$ cat src/rtl/weighted_sum_pipelined.sv
// Weighted (or plain) sum of N_CH unsigned channels: registered products, a pipelined
// adder tree, then a saturating output stage that can run an accumulation.
module weighted_sum_pipelined #(
    parameter int N_CH   = 4,
    parameter int DATA_W = 13,
    parameter int WGT_W  = 13,
    parameter int OUT_W  = 16
) (
    input  logic                     clk,
    input  logic                     rest,
    input  logic                     in_valid,
    input  logic [N_CH*DATA_W-1:0]   in_data,
    input  logic [N_CH*WGT_W-1:0]    in_weight,
    input  logic                     mode,
    input  logic                     acc_en,
    input  logic                     acc_clr,
    output logic                     out_valid,
    output logic [OUT_W-1:0]         out_sum,
    output logic                     out_ovf
);

    localparam int LVL = $clog2(N_CH);
    localparam int PW  = DATA_W + WGT_W;
    localparam int SW  = PW + LVL;
    localparam int TW  = ((SW > OUT_W) ? SW : OUT_W) + 1;
    localparam logic [TW-1:0] SAT_MAX = (TW'(1) << OUT_W) - TW'(1);

    generate
        if ((N_CH < 2) || ((N_CH & (N_CH - 1)) != 0)) begin : g_bad_n_ch
            $error("weighted_sum_pipelined: N_CH must be a power of two >= 2");
        end
    endgenerate

    // Heap-ordered tree: leaves at [N_CH-1 .. 2*N_CH-2], root at [0]. Every node is a
    // register and all leaves sit at the same depth, so each level is one pipeline stage.
    // Nodes are carried at the root width; the unused upper bits are constant zero.
    logic [SW-1:0] node_q [2*N_CH-1];

    genvar gi;
    generate
        for (gi = 0; gi < N_CH; gi++) begin : g_leaf
            logic [SW-1:0] d_ext;
            logic [SW-1:0] w_ext;
            assign d_ext = SW'(in_data[gi*DATA_W +: DATA_W]);
            assign w_ext = SW'(in_weight[gi*WGT_W +: WGT_W]);
            always_ff @(posedge clk) begin
                node_q[N_CH-1+gi] <= mode ? (d_ext * w_ext) : d_ext;
            end
        end
        for (gi = 0; gi < N_CH-1; gi++) begin : g_node
            always_ff @(posedge clk) begin
                node_q[gi] <= node_q[2*gi+1] + node_q[2*gi+2];
            end
        end
    endgenerate

    // Sideband travels with the data; index LVL lines up with the root register.
    logic [LVL:0]       vld_q;
    logic [LVL:0]       en_q;
    logic [LVL:0]       clr_q;
    logic               out_valid_q;
    logic [OUT_W-1:0]   sum_q;
    logic               ovf_q;

    logic               load;
    logic               sat;
    logic [TW-1:0]      t_d;
    logic [OUT_W-1:0]   sum_d;
    logic               ovf_d;

    always_ff @(posedge clk) begin
        en_q  <= {en_q[LVL-1:0], acc_en};
        clr_q <= {clr_q[LVL-1:0], acc_clr};
    end

    always_comb begin
        load  = clr_q[LVL] | ~en_q[LVL];
        t_d   = load ? TW'(node_q[0]) : (TW'(node_q[0]) + TW'(sum_q));
        sat   = (t_d > SAT_MAX);
        sum_d = sat ? {OUT_W{1'b1}} : t_d[OUT_W-1:0];
        ovf_d = load ? sat : (ovf_q | sat);
    end

    // sum_q doubles as the accumulator: both always hold the same saturated value.
    always_ff @(posedge clk or posedge rest) begin
        if (rest) begin
            vld_q       <= '0;
            out_valid_q <= 1'b0;
            sum_q       <= '0;
            ovf_q       <= 1'b0;
        end else begin
            vld_q       <= {vld_q[LVL-1:0], in_valid};
            out_valid_q <= vld_q[LVL];
            if (vld_q[LVL]) begin
                sum_q <= sum_d;
                ovf_q <= ovf_d;
            end
        end
    end

    assign out_valid = out_valid_q;
    assign out_sum   = sum_q;
    assign out_ovf   = ovf_q;

endmodule
$ cat config.mk
export PLATFORM = sky130hd
export DESIGN_NAME = weighted_sum_pipelined
export DESIGN_NICKNAME = d
export VERILOG_FILES = /design/src/rtl/weighted_sum_pipelined.sv
export SDC_FILE = /design/constraint.sdc
export NUM_CORES = 2
export LEC_CHECK = 0
export CORE_AREA = 5 5 335 337
export DETAILED_ROUTE_END_ITERATION = 8
export DIE_AREA = 0 0 340 342
export GPL_ROUTABILITY_DRIVEN = 1
export GPL_TIMING_DRIVEN = 0
export SYNTH_ARGS = -nofsm -noshare
export SYNTH_HDL_FRONTEND = slang
export SYNTH_SLANG_ARGS = --single-unit
$ cat constraint.sdc
create_clock -name clk -period 4.65 [get_ports clk]
set_clock_uncertainty 0.1 [all_clocks]
set_input_delay 0.93 -clock clk [delete_from_list [all_inputs] [get_ports clk]]
set_output_delay 0.93 -clock clk [all_outputs]
set_load 0.02 [all_outputs]
Word-level counts from Yosys, hierarchy flattened
Memories as Yosys holds them, arrays and structs flattened.
Cells that the tools add are included.
Storage, ports and cells
  word-level logic and storage cells: 26
  memory bits (writable): 196
  output and inout port bits: 18
  bits in registers: 27
  memories kept: 1
  input port bits: 110
Memories
  node_q: words 7, width 28, read ports 7, clocked after memory_dff 0, wr ports 7, RTL line 37  | logic [SW-1:0] node_q [2*N_CH-1];
Operators by class
  multipliers: 4
  bitwise gates (word level): 3
  $lt $le $gt $ge: 1
  muxes and demuxes: 7
  $add $sub $neg: 4
Operators by type and width (number)
  13-bit by 13-bit multiplier with 26-bit output: 4
  26-bit two-way mux: 4
  28-bit adder: 3
  28-bit by 16-bit adder with 29-bit output: 1
  29-bit by 16-bit > comparator with 1-bit output (second input constant): 1
  29-bit two-way mux: 1
  16-bit two-way mux: 1
  1-bit bitwise OR: 2
  1-bit two-way mux: 1
  1-bit inverter: 1

Longest topological paths before layout
  depth in word-level cells: 6
  depth in mapped cells: 22
  mapped depth without buffers: 21

Worst setup path before layout
Ideal clock, no wire load.
  kind: input -> register
  start point: input port in_weight[40]
  end point: memory node_q[1][81] in the netlist's numbering
  arrival: 6.028 ns
  path buffers: 1
  slack: -1.584 ns
  data required time: 4.444 ns
  library setup time: 0.106 ns
  stages on the path: 21
  cell sequence: clkbuf_1 and2_1 fa_1 inv_1 fa_1 inv_1 fa_1 fa_1 inv_1 fa_1 inv_1 ha_1 or3_1 a311oi_1 nor2_1 o311a_1 o31ai_2 a31oi_1 a41oi_1 nand4_1 o311ai_0
RTL lines
  start, declared: RTL line 13  | input logic [N_CH*WGT_W-1:0] in_weight,
  end, declared: RTL line 37

==> results.json <==
{
  "final.setup.tns_ps": -42880,
  "grt_antenna_before_repair": 8,
  "worst-path-max-fanout": 5,
  "grtUsageTotal_pct": 15.6,
  "synth_area_um2": 32400,
  "fp.dieH_um": 342,
  "cts_made_buffers": 22,
  "power.sequential.fraction_pct": 10.6,
  "netlist-cell-type-count": 73,
  "hold_start": "clr_q[0]$_DFF_P_",
  "num_vias": 26031,
  "cts_hold_buffers": 0,
  "worstSkewPairLatency_ps": 520,
  "initial_core_util_pct": 29.8,
  "finalSetupViolCount": 67,
  "setup.worst_path.class": "input pin to register",
  "critPathMaxStageDelay_ps": 530,
  "sw_frac_of_total_pct": 47.4,
  "detail_route.wl_per_cell_um": 16.7,
  "final_antenna_net_count": 0,
  "cts_tree": "done",
  "power.clock.fraction_pct": 6.6,
  "power_frac_comb_pct": 82.7,
  "final_layout_size_suffix_gt1_share_pct": 20.3,
  "number_of_standard_cells_in_the_layout_taps_in_and_fillers_out": 5510,
  "max-vdd-ir-drop_uv": 641,
  "required_ps": 4890,
  "final.setup.worst_slack_ps": -1240,
  "synth_cells": 3708,
  "internal_power_uw": 15700,
  "mostFrequentLayoutCells": "sky130_fd_sc_hd__inv_1 (688), sky130_fd_sc_hd__fa_1 (470), sky130_fd_sc_hd__nand2_1 (429)",
  "netSwitchingPower_uw": 14100,
  "fin_hold_ws_ps": 228,
  "drc_errors": 0,
  "ys_top_cells_by_area": "sky130_fd_sc_hd__fa_1 (30%), sky130_fd_sc_hd__ha_1 (15%), sky130_fd_sc_hd__dfxtp_1 (12%)",
  "synth_top_area_cell": "sky130_fd_sc_hd__fa_1",
  "drt_first_iter_violations": 1366,
  "power_density_nw_per_um2": 726,
  "globalRoute.totalOverflow": 0,
  "path_delay_family": "adder cells",
  "whs_path_depth": 0,
  "area_of_combinational_cells_with_multiple_inputs_um2": 26500,
  "worstReg2RegEnd": "out_sum[3]$_DFFE_PP0P_",
  "postSynthNetCount": 4685,
  "synth_seq_area_share_pct": 13.5,
  "cp.arrival_ps": 6130,
  "share_of_async_settable_or_async_resettable_flops_after_synthesis_pct": 9.86,
  "syn_avg_cell_area_um2": 8.73,
  "io_pins": 128,
  "rsz0062_at_grt": "true",
  "drt_wl_total_um": 91900,
  "fp-row-count": 121,
  "final_core_util_pct": 37.7,
  "die_area_um2": 116000,
  "htreeDepth": 1,
  "numClockSinks": 213,
  "r2r_slack_ps": 800,
  "hold_end": "clr_q[1]$_DFF_P_",
  "final_nets": 5056,
  "cts.clk_slew.worst_paths_ps": 70,
  "ys.warnings.count": 0,
  "regToRegStartpoint": "out_sum[0]$_DFFE_PP0P_",
  "max_freq_ghz": 0.170,
  "run_status": "finished with violations",
  "sequential_cell_area_um2": 4370,
  "layout.cells.most_common": "sky130_fd_sc_hd__inv_1",
  "final-max-slew-violation-count": 0,
  "worst_setup_path_end_kind": "register",
  "worst-path-buf-inv": 9,
  "critical_path_top_delay_cell": "sky130_fd_sc_hd__fa_1",
  "vias_in_the_first_global_route": 27212,
  "n_fill_cell": 10769,
  "dp_hpwl_um": 73100,
  "timing.hold.worst.class": "register to register",
  "die_w_um": 340,
  "flow.area_growth_from_synthesis_pct": 26.5,
  "violations": "negative setup slack",
  "max-clock-path-buffers": 3,
  "ctsRootBufferMaster": "sky130_fd_sc_hd__clkbuf_16",
  "postSynthRegisterBits": 213,
  "drtPass1Iterations": 5,
  "globalplace.congestion": 0.862,
  "synth_edf_count": 0,
  "placeableCoreArea_um2": 109000,
  "layout_min_cycle_time_ps": 5890,
  "worst_slew_pin_slew_ps": 1470,
  "drt-vias-per-instance": 4.72,
  "start_kind": "input pin",
  "synth_flop_cell": "sky130_fd_sc_hd__dfxtp_1",
  "grt_start_max_net_pins": 22,
  "placed_cells_incl_taps": 5248,
  "max-cap-violations": 0,
  "power_leakage_uw": 0.0199,
  "hold_violations": 0,
  "reg2reg_depth": 12,
  "timing.critical_path.cells": "buf_8, clkbuf_16, buf_12, and2_4, fa_1, inv_1, fa_2, inv_2, fa_1, ha_1, inv_2, fa_1, inv_2, ha_4, or3_4, a311oi_2, nor2_2, o311a_1, o31ai_4, buf_4, buf_6, nand2b_4, a211oi_2, nor3_1",
  "count_of_input_and_output_buffers": 126,
  "min_period_over_period_pct": 127,
  "synth_top_cell_area_share_pct": 30.2,
  "grt_first_pass_wirelength_um": 147000,
  "timing.max_slew.rel_slack_pct": 2.31
}
## through the flow
| step | worst slack (ps) | cell area, um2 | total power [uW] |
|---|---|---|---|
| after floorplan | -1400 | 33200 | 18400 |
| after global placement | -2810 | 36300 | 22400 |
| after detailed placement | -2820 | 36300 | 22600 |
| after CTS | -1180 | 39900 | 27400 |
| after global routing | -1400 | 41000 | 32700 |
| final | -1240 | 41000 | 29800 |
## cell type report
class,count,share of cell area [%]
tap,1414,4.32
clock inverter,13,0.501
buffer,133,4.14
inverter,732,6.71
multi-input combinational,2630,64.8
clock buffer,27,1.49
antenna,1,0.00611
sequential,213,10.7
timing repair buffer,347,7.39
## power groups by stage
| stage | Sequential [uW] | Combinational (uW) | Clock [uW] |
|---|---|---|---|
| 6_report | 3160 | 24600 | 1980 |
| 5_1_grt | 3230 | 27400 | 2100 |
| 4_1_cts | 3180 | 22200 | 2020 |
| 3_5_place_dp | 3220 | 19400 | 0 |
| 3_3_place_gp | 3220 | 19200 | 0 |
| 2_1_floorplan | 2920 | 15400 | 0 |
## registers in the layout (all words and copies together), names as in the netlist
register and flops:
node_q 186, vld_q 3, out_ovf 1, clr_q 3
out_sum 16, out_valid 1, en_q 3
## cells in the mapped netlist, types with 5 or more instances
cell	n
sky130_fd_sc_hd__inv_1	731
sky130_fd_sc_hd__fa_1	488
sky130_fd_sc_hd__nand2_1	445
sky130_fd_sc_hd__ha_1	379
sky130_fd_sc_hd__and2_1	330
sky130_fd_sc_hd__dfxtp_1	192
sky130_fd_sc_hd__nor2_1	158
sky130_fd_sc_hd__clkbuf_1	127
sky130_fd_sc_hd__a21oi_1	122
sky130_fd_sc_hd__xnor2_1	94
sky130_fd_sc_hd__o21ai_0	70
sky130_fd_sc_hd__a21o_1	47
sky130_fd_sc_hd__xor2_1	43
sky130_fd_sc_hd__mux2_2	39
sky130_fd_sc_hd__nor3_1	39
sky130_fd_sc_hd__nand3_1	38
sky130_fd_sc_hd__a31oi_1	28
sky130_fd_sc_hd__o21a_1	28
sky130_fd_sc_hd__a211oi_1	27
sky130_fd_sc_hd__and3_1	26
sky130_fd_sc_hd__nand2b_1	23
sky130_fd_sc_hd__dfrtp_1	21
sky130_fd_sc_hd__o21bai_1	18
sky130_fd_sc_hd__nand4_1	15
sky130_fd_sc_hd__o211ai_1	15
sky130_fd_sc_hd__nor2b_1	14
sky130_fd_sc_hd__o31ai_1	10
sky130_fd_sc_hd__or3_1	10
sky130_fd_sc_hd__a21boi_0	8
sky130_fd_sc_hd__o2111a_1	8
sky130_fd_sc_hd__or2_2	8
sky130_fd_sc_hd__a41oi_1	7
sky130_fd_sc_hd__mux2i_1	6
sky130_fd_sc_hd__o21ai_1	6
sky130_fd_sc_hd__a211o_1	5
sky130_fd_sc_hd__a311oi_1	5
sky130_fd_sc_hd__nor4_1	5
sky130_fd_sc_hd__o311ai_0	5
sky130_fd_sc_hd__o41ai_1	5
## cells by family after synthesis
group                      share of synthesized area (%)
muxes                                               1.54
DFF                                                 13.5
buffers and inverters                               10.1
and+or+nand+nor                                     16.9
adders and majority gates                           44.8
AOI/OAI and AO/OA                                   9.51
xor gates and xnor gates                            3.71
## layer usage
layer | track usage, % | up-vias | part of all wire [%]
met5 | 0 | - | 0.0076
met4 | 3.02 | 2 | 2.2
met3 | 1.47 | 134 | 4.4
met2 | 27.9 | 583 | 49
met1 | 20.8 | 12911 | 44
li1 | - | 12401 | -
## how the worst max path moves through the flow
stage / startpoint / end / slack, ps / depth (start not counted)
2_1_floorplan: in_weight[40] / node_q[1][80]$_SDFF_PN0_ / -1400 / 21
3_3_place_gp: in_data[22] / node_q[1][24]$_SDFF_PN0_ / -2810 / 18
3_5_place_dp: in_data[22] / node_q[1][24]$_SDFF_PN0_ / -2820 / 18
4_1_cts: in_weight[16] / node_q[1][24]$_SDFF_PN0_ / -1180 / 21
5_1_grt: in_weight[47] / node_q[1][80]$_SDFF_PN0_ / -1400 / 22
6_report: in_weight[42] / node_q[1][75]$_SDFF_PN0_ / -1240 / 24
## repair_timing
item / CTS / global route
setup endpoints to repair: 83 / 70
gates resized for setup: 814 / 246
buffers inserted: 175 / 47
pin swaps: 158 / 156
cloned: 5 / 1
hold endpoints to repair: 0 / 0
Note: power is estimated with default switching activity, not from simulation.
